==> config.mk <==
export PLATFORM = sky130hd
export DESIGN_NAME = gcd_result_queue
export DESIGN_NICKNAME = d
export VERILOG_FILES = /design/src/rtl/gcd_pkg.sv /design/src/rtl/gcd_fifo_mem.sv /design/src/rtl/gcd_result_queue.sv
export SDC_FILE = /design/constraint.sdc
export NUM_CORES = 1
export LEC_CHECK = 0
export ABC_AREA = 1
export CAP_MARGIN = 20
export CORE_MARGIN = 2
export CORE_UTILIZATION = 59
export CTS_CLUSTER_SIZE = 40
export DETAILED_ROUTE_END_ITERATION = 10
export MAX_ROUTING_LAYER = met4
export PLACE_DENSITY = 0.79
export SYNTH_ARGS = -nofsm -noshare
export SYNTH_HDL_FRONTEND = slang
export SYNTH_HIERARCHICAL = 1
export SYNTH_SLANG_ARGS = --single-unit
==> constraint.sdc <==
create_clock -name clk -period 6.75 [get_ports clk]
set_input_delay 0.675 -clock clk [delete_from_list [all_inputs] [get_ports clk]]
set_output_delay 0.675 -clock clk [all_outputs]
set_load 0.01 [all_outputs]
==> src/rtl/gcd_pkg.sv <==
// Shared types and constants for the GCD result queue slice.
// The gcd_result_t cycles field exists only when GCD_CYCLES_EN is defined.
package gcd_pkg;

    localparam int unsigned GCD_DATA_W     = 32;
    localparam int unsigned GCD_CYCLES_W   = 32;
    localparam int unsigned GCD_S_BUSY_BIT = 3;

    localparam logic [8:0] GCD_ADDR_A1 = 9'h0F8;
    localparam logic [8:0] GCD_ADDR_A2 = 9'h0FC;
    localparam logic [8:0] GCD_ADDR_W  = 9'h100;
    localparam logic [8:0] GCD_ADDR_S  = 9'h104;

    typedef struct packed {
        logic [GCD_DATA_W-1:0]   a1;
        logic [GCD_DATA_W-1:0]   a2;
        logic [GCD_DATA_W-1:0]   w;
`ifdef GCD_CYCLES_EN
        logic [GCD_CYCLES_W-1:0] cycles;
`endif
    } gcd_result_t;

endpackage

==> src/rtl/gcd_fifo_mem.sv <==
// First-word-fall-through storage for completed GCD results.
// Reads as all-zero while empty; a pop on a full queue frees room for a same-cycle push.
module gcd_fifo_mem #(
    parameter int unsigned DEPTH = 8,
    parameter int unsigned WIDTH = 96
) (
    input  logic                     clk,
    input  logic                     reset,
    input  logic                     push,
    input  logic                     pop,
    input  logic [WIDTH-1:0]         wr_data,
    output logic [WIDTH-1:0]         rd_data,
    output logic                     empty,
    output logic                     full,
    output logic [$clog2(DEPTH):0]   level
);

    localparam int unsigned AW = $clog2(DEPTH);

    logic [WIDTH-1:0] mem [DEPTH];
    logic [AW-1:0]    wr_ptr;
    logic [AW-1:0]    rd_ptr;
    logic             do_push;
    logic             do_pop;

    assign empty   = (level == '0);
    assign full    = (level == (AW+1)'(DEPTH));
    assign do_pop  = pop & ~empty;
    assign do_push = push & (~full | do_pop);
    assign rd_data = empty ? '0 : mem[rd_ptr];

    always_ff @(posedge clk) begin
        if (reset) begin
            wr_ptr <= '0;
            rd_ptr <= '0;
            level  <= '0;
        end else begin
            if (do_push) wr_ptr <= wr_ptr + AW'(1);
            if (do_pop)  rd_ptr <= rd_ptr + AW'(1);
            case ({do_push, do_pop})
                2'b10:   level <= level + (AW+1)'(1);
                2'b01:   level <= level - (AW+1)'(1);
                default: level <= level;
            endcase
        end
    end

    always_ff @(posedge clk) begin
        if (do_push) mem[wr_ptr] <= wr_data;
    end

endmodule

==> src/rtl/gcd_result_queue.sv <==
// Captures GCD core jobs from the busy bit and queues {A1, A2, W[, cycles]} for software.
// Define GCD_CYCLES_EN to add the per-job cycle counter and the rd_cycles port.
module gcd_result_queue
    import gcd_pkg::*;
#(
    parameter int unsigned DEPTH  = 8,
    parameter int unsigned DATA_W = 32
) (
    input  logic                     clk,
    input  logic                     reset,
    input  logic                     core_busy,
    input  logic [DATA_W-1:0]        core_a1,
    input  logic [DATA_W-1:0]        core_a2,
    input  logic [DATA_W-1:0]        core_w,
    input  logic                     pop,
    input  logic                     clr_ovf,
    output logic [DATA_W-1:0]        rd_a1,
    output logic [DATA_W-1:0]        rd_a2,
    output logic [DATA_W-1:0]        rd_w,
`ifdef GCD_CYCLES_EN
    output logic [31:0]              rd_cycles,
`endif
    output logic                     empty,
    output logic                     full,
    output logic [$clog2(DEPTH):0]   level,
    output logic                     overflow
);

`ifdef GCD_CYCLES_EN
    localparam int unsigned ENTRY_W = 3*DATA_W + GCD_CYCLES_W;
`else
    localparam int unsigned ENTRY_W = 3*DATA_W;
`endif

    logic               busy_q;
    logic               armed;
    logic [DATA_W-1:0]  hold_a1;
    logic [DATA_W-1:0]  hold_a2;
    logic               start;
    logic               complete;
    logic               drop;
    logic [ENTRY_W-1:0] wr_entry;
    logic [ENTRY_W-1:0] rd_entry;

    assign start    = core_busy & ~busy_q;
    assign complete = busy_q & ~core_busy & armed;
    assign drop     = complete & full & ~pop;

    // busy_q resets high so a job already running when reset lifts is never armed
    always_ff @(posedge clk) begin
        if (reset) begin
            busy_q  <= 1'b1;
            armed   <= 1'b0;
            hold_a1 <= '0;
            hold_a2 <= '0;
        end else begin
            busy_q <= core_busy;
            if (start) begin
                hold_a1 <= core_a1;
                hold_a2 <= core_a2;
                armed   <= 1'b1;
            end else if (complete) begin
                armed   <= 1'b0;
            end
        end
    end

`ifdef GCD_CYCLES_EN
    logic [GCD_CYCLES_W-1:0] cycle_cnt;

    always_ff @(posedge clk) begin
        if (reset) begin
            cycle_cnt <= '0;
        end else if (start) begin
            cycle_cnt <= GCD_CYCLES_W'(1);
        end else if (core_busy && armed && cycle_cnt != '1) begin
            cycle_cnt <= cycle_cnt + GCD_CYCLES_W'(1);
        end
    end

    assign wr_entry = {hold_a1, hold_a2, core_w, cycle_cnt};
    assign {rd_a1, rd_a2, rd_w, rd_cycles} = rd_entry;
`else
    assign wr_entry = {hold_a1, hold_a2, core_w};
    assign {rd_a1, rd_a2, rd_w} = rd_entry;
`endif

    // Drop-set has priority over a same-cycle clear
    always_ff @(posedge clk) begin
        if (reset) begin
            overflow <= 1'b0;
        end else if (drop) begin
            overflow <= 1'b1;
        end else if (clr_ovf) begin
            overflow <= 1'b0;
        end
    end

    gcd_fifo_mem #(
        .DEPTH (DEPTH),
        .WIDTH (ENTRY_W)
    ) u_fifo (
        .clk     (clk),
        .reset   (reset),
        .push    (complete),
        .pop     (pop),
        .wr_data (wr_entry),
        .rd_data (rd_entry),
        .empty   (empty),
        .full    (full),
        .level   (level)
    );

endmodule

== Word level (Yosys, flattened, before mapping) ==
Memories as Yosys holds them, arrays and structs flattened. A register that Yosys moved wholly into a read port is not among the register bits.
Index checks and enable logic that the tools add are counted.
Word-level totals
  RAM bits: 768
  memories kept: 1
  input port bits: 101
  output and inout bits: 103
  flip-flop bits (word level): 77
Cells by class
  reduce and logical (&&, ||, !) cells: 4
  bitwise operators: 13
  mux-type cells: 10
  add/subtract/negate cells: 4
  equal/unequal tests: 3
Memories
  u_fifo.mem: depth 8, width 96, rd ports 1, clocked after Yosys merged registers in 1, write ports 1, RTL line gcd_fifo_mem.sv:20  | logic [WIDTH-1:0] mem [DEPTH];
Operators by type and width (count)
  $mux 96: 1
  $pmux 4 s2: 1
  $and 1x1->1: 7
  $add 3x1->3 const B: 2
  $mux 1: 6
  $mux 3: 2
  $reduce_bool 2->1: 3
  $not 1->1: 5
  $add 4x1->4 const B: 1
  $eq 4x4->1 const B: 1
  $logic_not 4->1: 1
  $sub 4x1->4 const B: 1
  $eq 2x1->1 const B: 1
  $eq 2x2->1 const B: 1
  $or 1x1->1: 1

== Depth between registers and ports, before layout ==
  depth after elaboration: 7
  depth in mapped cells: 13
  depth with buffers taken out: 13

== Cells and area by module ==
Netlist, hierarchy kept.
Modules (own cells, without submodules)
  gcd_fifo_mem: instances 1, area each 30842.1 µm², seq. area each 23322.4 µm², cells each 2370
  gcd_result_queue: instances 1, area each 2396.0 µm², seq. area each 1341.3 µm², cells each 297

== Worst setup path after synthesis ==
No wires, ideal clock.
  kind: input to register
  start: input port core_busy
  end: memory u_fifo.mem[0][0], enable pin
  stages: 7
  arrival time: 5.201 ns
  path slack: 0.998 ns
  library setup time: 0.551 ns
  path through: inv_1 -> nand3_1 -> inv_1 -> nand2_1 -> inv_1 -> nand2_1 -> nor2_1
On the way
  cells in the longest elaborated chain, start to end: 6
RTL lines
  start: declaration: RTL line gcd_result_queue.sv:11  | input logic core_busy,
  $not 1->1: RTL line gcd_result_queue.sv:46  | assign complete = busy_q & ~core_busy & armed;
  $and 1x1->1 (2 in series): RTL line gcd_result_queue.sv:46
  named net complete: RTL line gcd_result_queue.sv:40  | logic complete;
  $and 1x1->1: RTL line gcd_fifo_mem.sv:29  | assign do_push = push & (~full | do_pop);
  $mux 1: RTL line gcd_fifo_mem.sv:49  | if (do_push) mem[wr_ptr] <= wr_data;
  $mux 1 (implied by the code): RTL line gcd_fifo_mem.sv:49
  end: declaration: RTL line gcd_fifo_mem.sv:20
The timed path passes the listed nets, and every way through them passes these cells.

==> flow_metrics.tcl <==
set metrics [dict create \
    syn-num-nets 2773 \
    cts_buffers 83 \
    clockBufferDepth 3 \
    fillerInstances 3843 \
    path_cells "clkinv_8 > buf_16 > buf_4 > o21ai_0 > o22ai_1 > nor2_1 > nor2_1 > clkdlybuf4s50_1" \
    hold_class "reg2reg" \
    vias 21544 \
    synth-edff-count 768 \
    leakage_uw 0.0128 \
    max-vdd-ir-drop_mv 0.339 \
    rsz0062_at_grt "false" \
    slew_violations 0 \
    grt_first_pass_wirelength_um 117000 \
    die_height_um 241 \
    hold_viol_final 0 \
    fin_skew_ns 0.0146 \
    critical_path_class "reg2out" \
    r2r_cells 7 \
    rrSetupSlack_ns 3.70 \
    hold_start "u_fifo/rd_ptr[2]$_SDFFE_PP0N_" \
    maxCapViolations 0 \
    setup_viol 0 \
    cts.repair.resized 0 \
    drtIter0Drc 2059 \
    pre_cts_ws_ns 2.34 \
    dpl.hpwl_um 38200 \
    worstMarginPinSlew_ns 1.35 \
    synth_seq_cells 848 \
    antenna_found_initial 1 \
    drt_wl_total_um 76100 \
    crit_buf_inv 4 \
    yosysTopAreaCellShare_pct 69.4 \
    cts_tree "done" \
    ctsHoldBuffers 0 \
    synthCells 2667 \
    start_util_pct 60.0 \
    yosysTopAreaCell "edfxtp_1" \
    grt.overflow.total 0 \
    grtUsageTotal_pct 27.1 \
    numPortBuffers 203 \
    syn_area_per_cell_um2 12.5 \
    yosysSeqAreaShare_pct 74.2 \
    r2r-start "u_fifo/level[1]$_SDFFE_PP0P_" \
    drt_first_pass_iters 5 \
    pwr-share-clk_pct 30.8 \
    worst_setup_path_start_kind "flip-flop" \
    min_period_ns 4.84 \
    r2r-end "u_fifo/mem[0][53]$_DFFE_PP_" \
    critPathCaptureType "output pin" \
    finalWorstSetupSlack_ns 1.91 \
    slowest_stage "buf_16" \
    critPathMostFrequentCell "nor2_1" \
    cp_top_family "buffers and inverters" \
    regArea_um2 24700 \
    worstHoldPathCells 2 \
    root_buffer "clkbuf_16" \
    post_cts_buffers 0 \
    final_cell_mix "nor2_1 (814), edfxtp_1 (768), o21ai_0 (316), clkdlybuf4s50_1 (203), o21ai_1 (137)" \
    die_area_um2 58200 \
    htree_levels 3 \
    synthArstFlopShare_pct 0 \
    multi_input_area_um2 7470 \
    p_sw_share_pct 30.7 \
    fin_hold_ws_ns 0.498 \
    grt_max_degree 305 \
    power.internal_uw 9810 \
    die_x_um 241 \
    postRouteAntennaNets 0 \
    dp_cells 3464 \
    syn_to_final_growth_pct 14.6 \
    num_rows 86 \
    final_cells 3617 \
    ys_types 30 \
    grt_pass1_vias 21265 \
    gp_congestion 0.784 \
    status "finished, final reports clean" \
    cts.sinks 848 \
    max_freq_mhz 206 \
    cp.arrival_ns 4.17 \
    clk_pin_slew_worst_paths_ns 0.06 \
    fin_setup_tns_ns 0 \
    nets 2909 \
    critPathMaxFanout 219 \
    p_seq_share_pct 41.8 \
    drive_gt1_share_pct 6.03 \
    vias_per_cell 5.96 \
    core_um2 55400 \
    wl_per_cell_um 21.0 \
    required_ns 6.07 \
    num_io_pins 204 \
    slew-limit-headroom_pct 9.76 \
    p_sw_uw 4350 \
    ys_top_cells_by_area "edfxtp_1 (69%), nor2_1 (9.3%), dfxtp_1 (4.8%), o21ai_0 (4.8%), o21ai_1 (2.1%)" \
    pwr_density_cell_nw_per_um2 372 \
    post-route-period-util_pct 71.7 \
    slowest_delay_ns 0.62 \
    p_comb_share_pct 27.5 \
    clock_latency_ns 0.61 \
    synth_area_um2 33200 \
    synth_warnings 6 \
    synth_ff_type "edfxtp_1" \
    layout_commonest_cell "nor2_1" \
    route.detailed.drc 0 \
]
worst max-delay path by stage:
stage                     startpoint                    endpoint  slack (ns)  depth (start not counted)
after detailed placement   flip-flop                     rd_w[5]        2.34                          7
after CTS                  flip-flop                    rd_w[16]        1.63                          7
final                      flip-flop                     rd_w[3]        1.91                          8
after global placement     flip-flop                     rd_w[5]        2.44                          7
after global routing       flip-flop                     rd_w[3]        1.61                          8
after floorplan            core_busy  u_fifo/mem[0][0]$_DFFE_PP_         1.0                          7
power by group through the flow:
stage | clock (uW) | sequential, uW | combinational (uW)
6_report | 4360 | 5920 | 3890
5_1_grt | 4610 | 5930 | 4240
4_1_cts | 4420 | 5920 | 3880
3_5_place_dp | 0 | 6030 | 3850
3_3_place_gp | 0 | 6020 | 3750
2_1_floorplan | 0 | 5930 | 2350
metal layers:
metal,wire [um],vias to the layer above,global-route usage (%)
met4,1980,0,8.49
met5,0,-,-
li1,-,9828,-
met2,38100,988,44.9
met3,5930,158,4.24
met1,30200,10570,34.7
registers in the layout, indices dropped and copies added, names as in the netlist, named ones only:
signal / count
overflow: 1
busy_q: 1
u_fifo/rd_ptr: 3
hold_a2: 32
u_fifo/wr_ptr: 3
armed: 1
hold_a1: 32
u_fifo/level: 4
u_fifo/mem: 768
cells by family (layout without fill, tap and decap cells):
group | after synthesis | in the layout | share of synthesized area, %
flops | 848 | 848 | 74.2
fa+ha+maj | 5 | 5 | 0.211
compound gates | 656 | 656 | 11.2
other cells | 0 | 1 | 0
xor+xnor | 3 | 3 | 0.0791
buf+inv | 206 | 407 | 3.52
simple gates | 949 | 949 | 10.8
area by class of cell:
class | count | area share, %
sequential | 848 | 64.8
multi-input combinational | 1613 | 19.6
clock buffer | 128 | 6.30
timing repair buffer | 231 | 6.12
tap | 748 | 2.46
clock inverter | 22 | 0.430
inverter | 26 | 0.292
antenna | 1 | 0.00657
tightest hold or removal path: stages, from the launching register on:
cell and delay, ns:
dfxtp_1 0.32, nand2_1 0.06, a21oi_1 0.07
synth_stat cells, types with 2 or more instances:
cell type and instances:
dfxtp_1 80, buf_6 29, clkbuf_1 75, nand2_1 118
inv_1 22, a21oi_1 10, ha_1 4, edfxtp_1 768
nor2_1 822, buf_2 37, clkbuf_4 5, o211ai_2 17
clkbuf_2 6, o211ai_1 79, buf_12 2, o22ai_1 96
xor2_1 3, nand3_1 6, inv_2 3, o21ai_1 137
buf_1 10, o21ai_0 316, buf_4 15
through the flow:
step / total power [uW] / area (um2) / utilization (%)
after global placement: 9780 / 35500 / 64.0
final: 14200 / 38100 / 68.7
after global routing: 14800 / 38100 / 68.7
after floorplan: 8290 / 33200 / -
after CTS: 14200 / 38000 / 68.6
after detailed placement: 9890 / 35500 / 64.0
No activity file was read; power rests on OpenSTA's default activity.
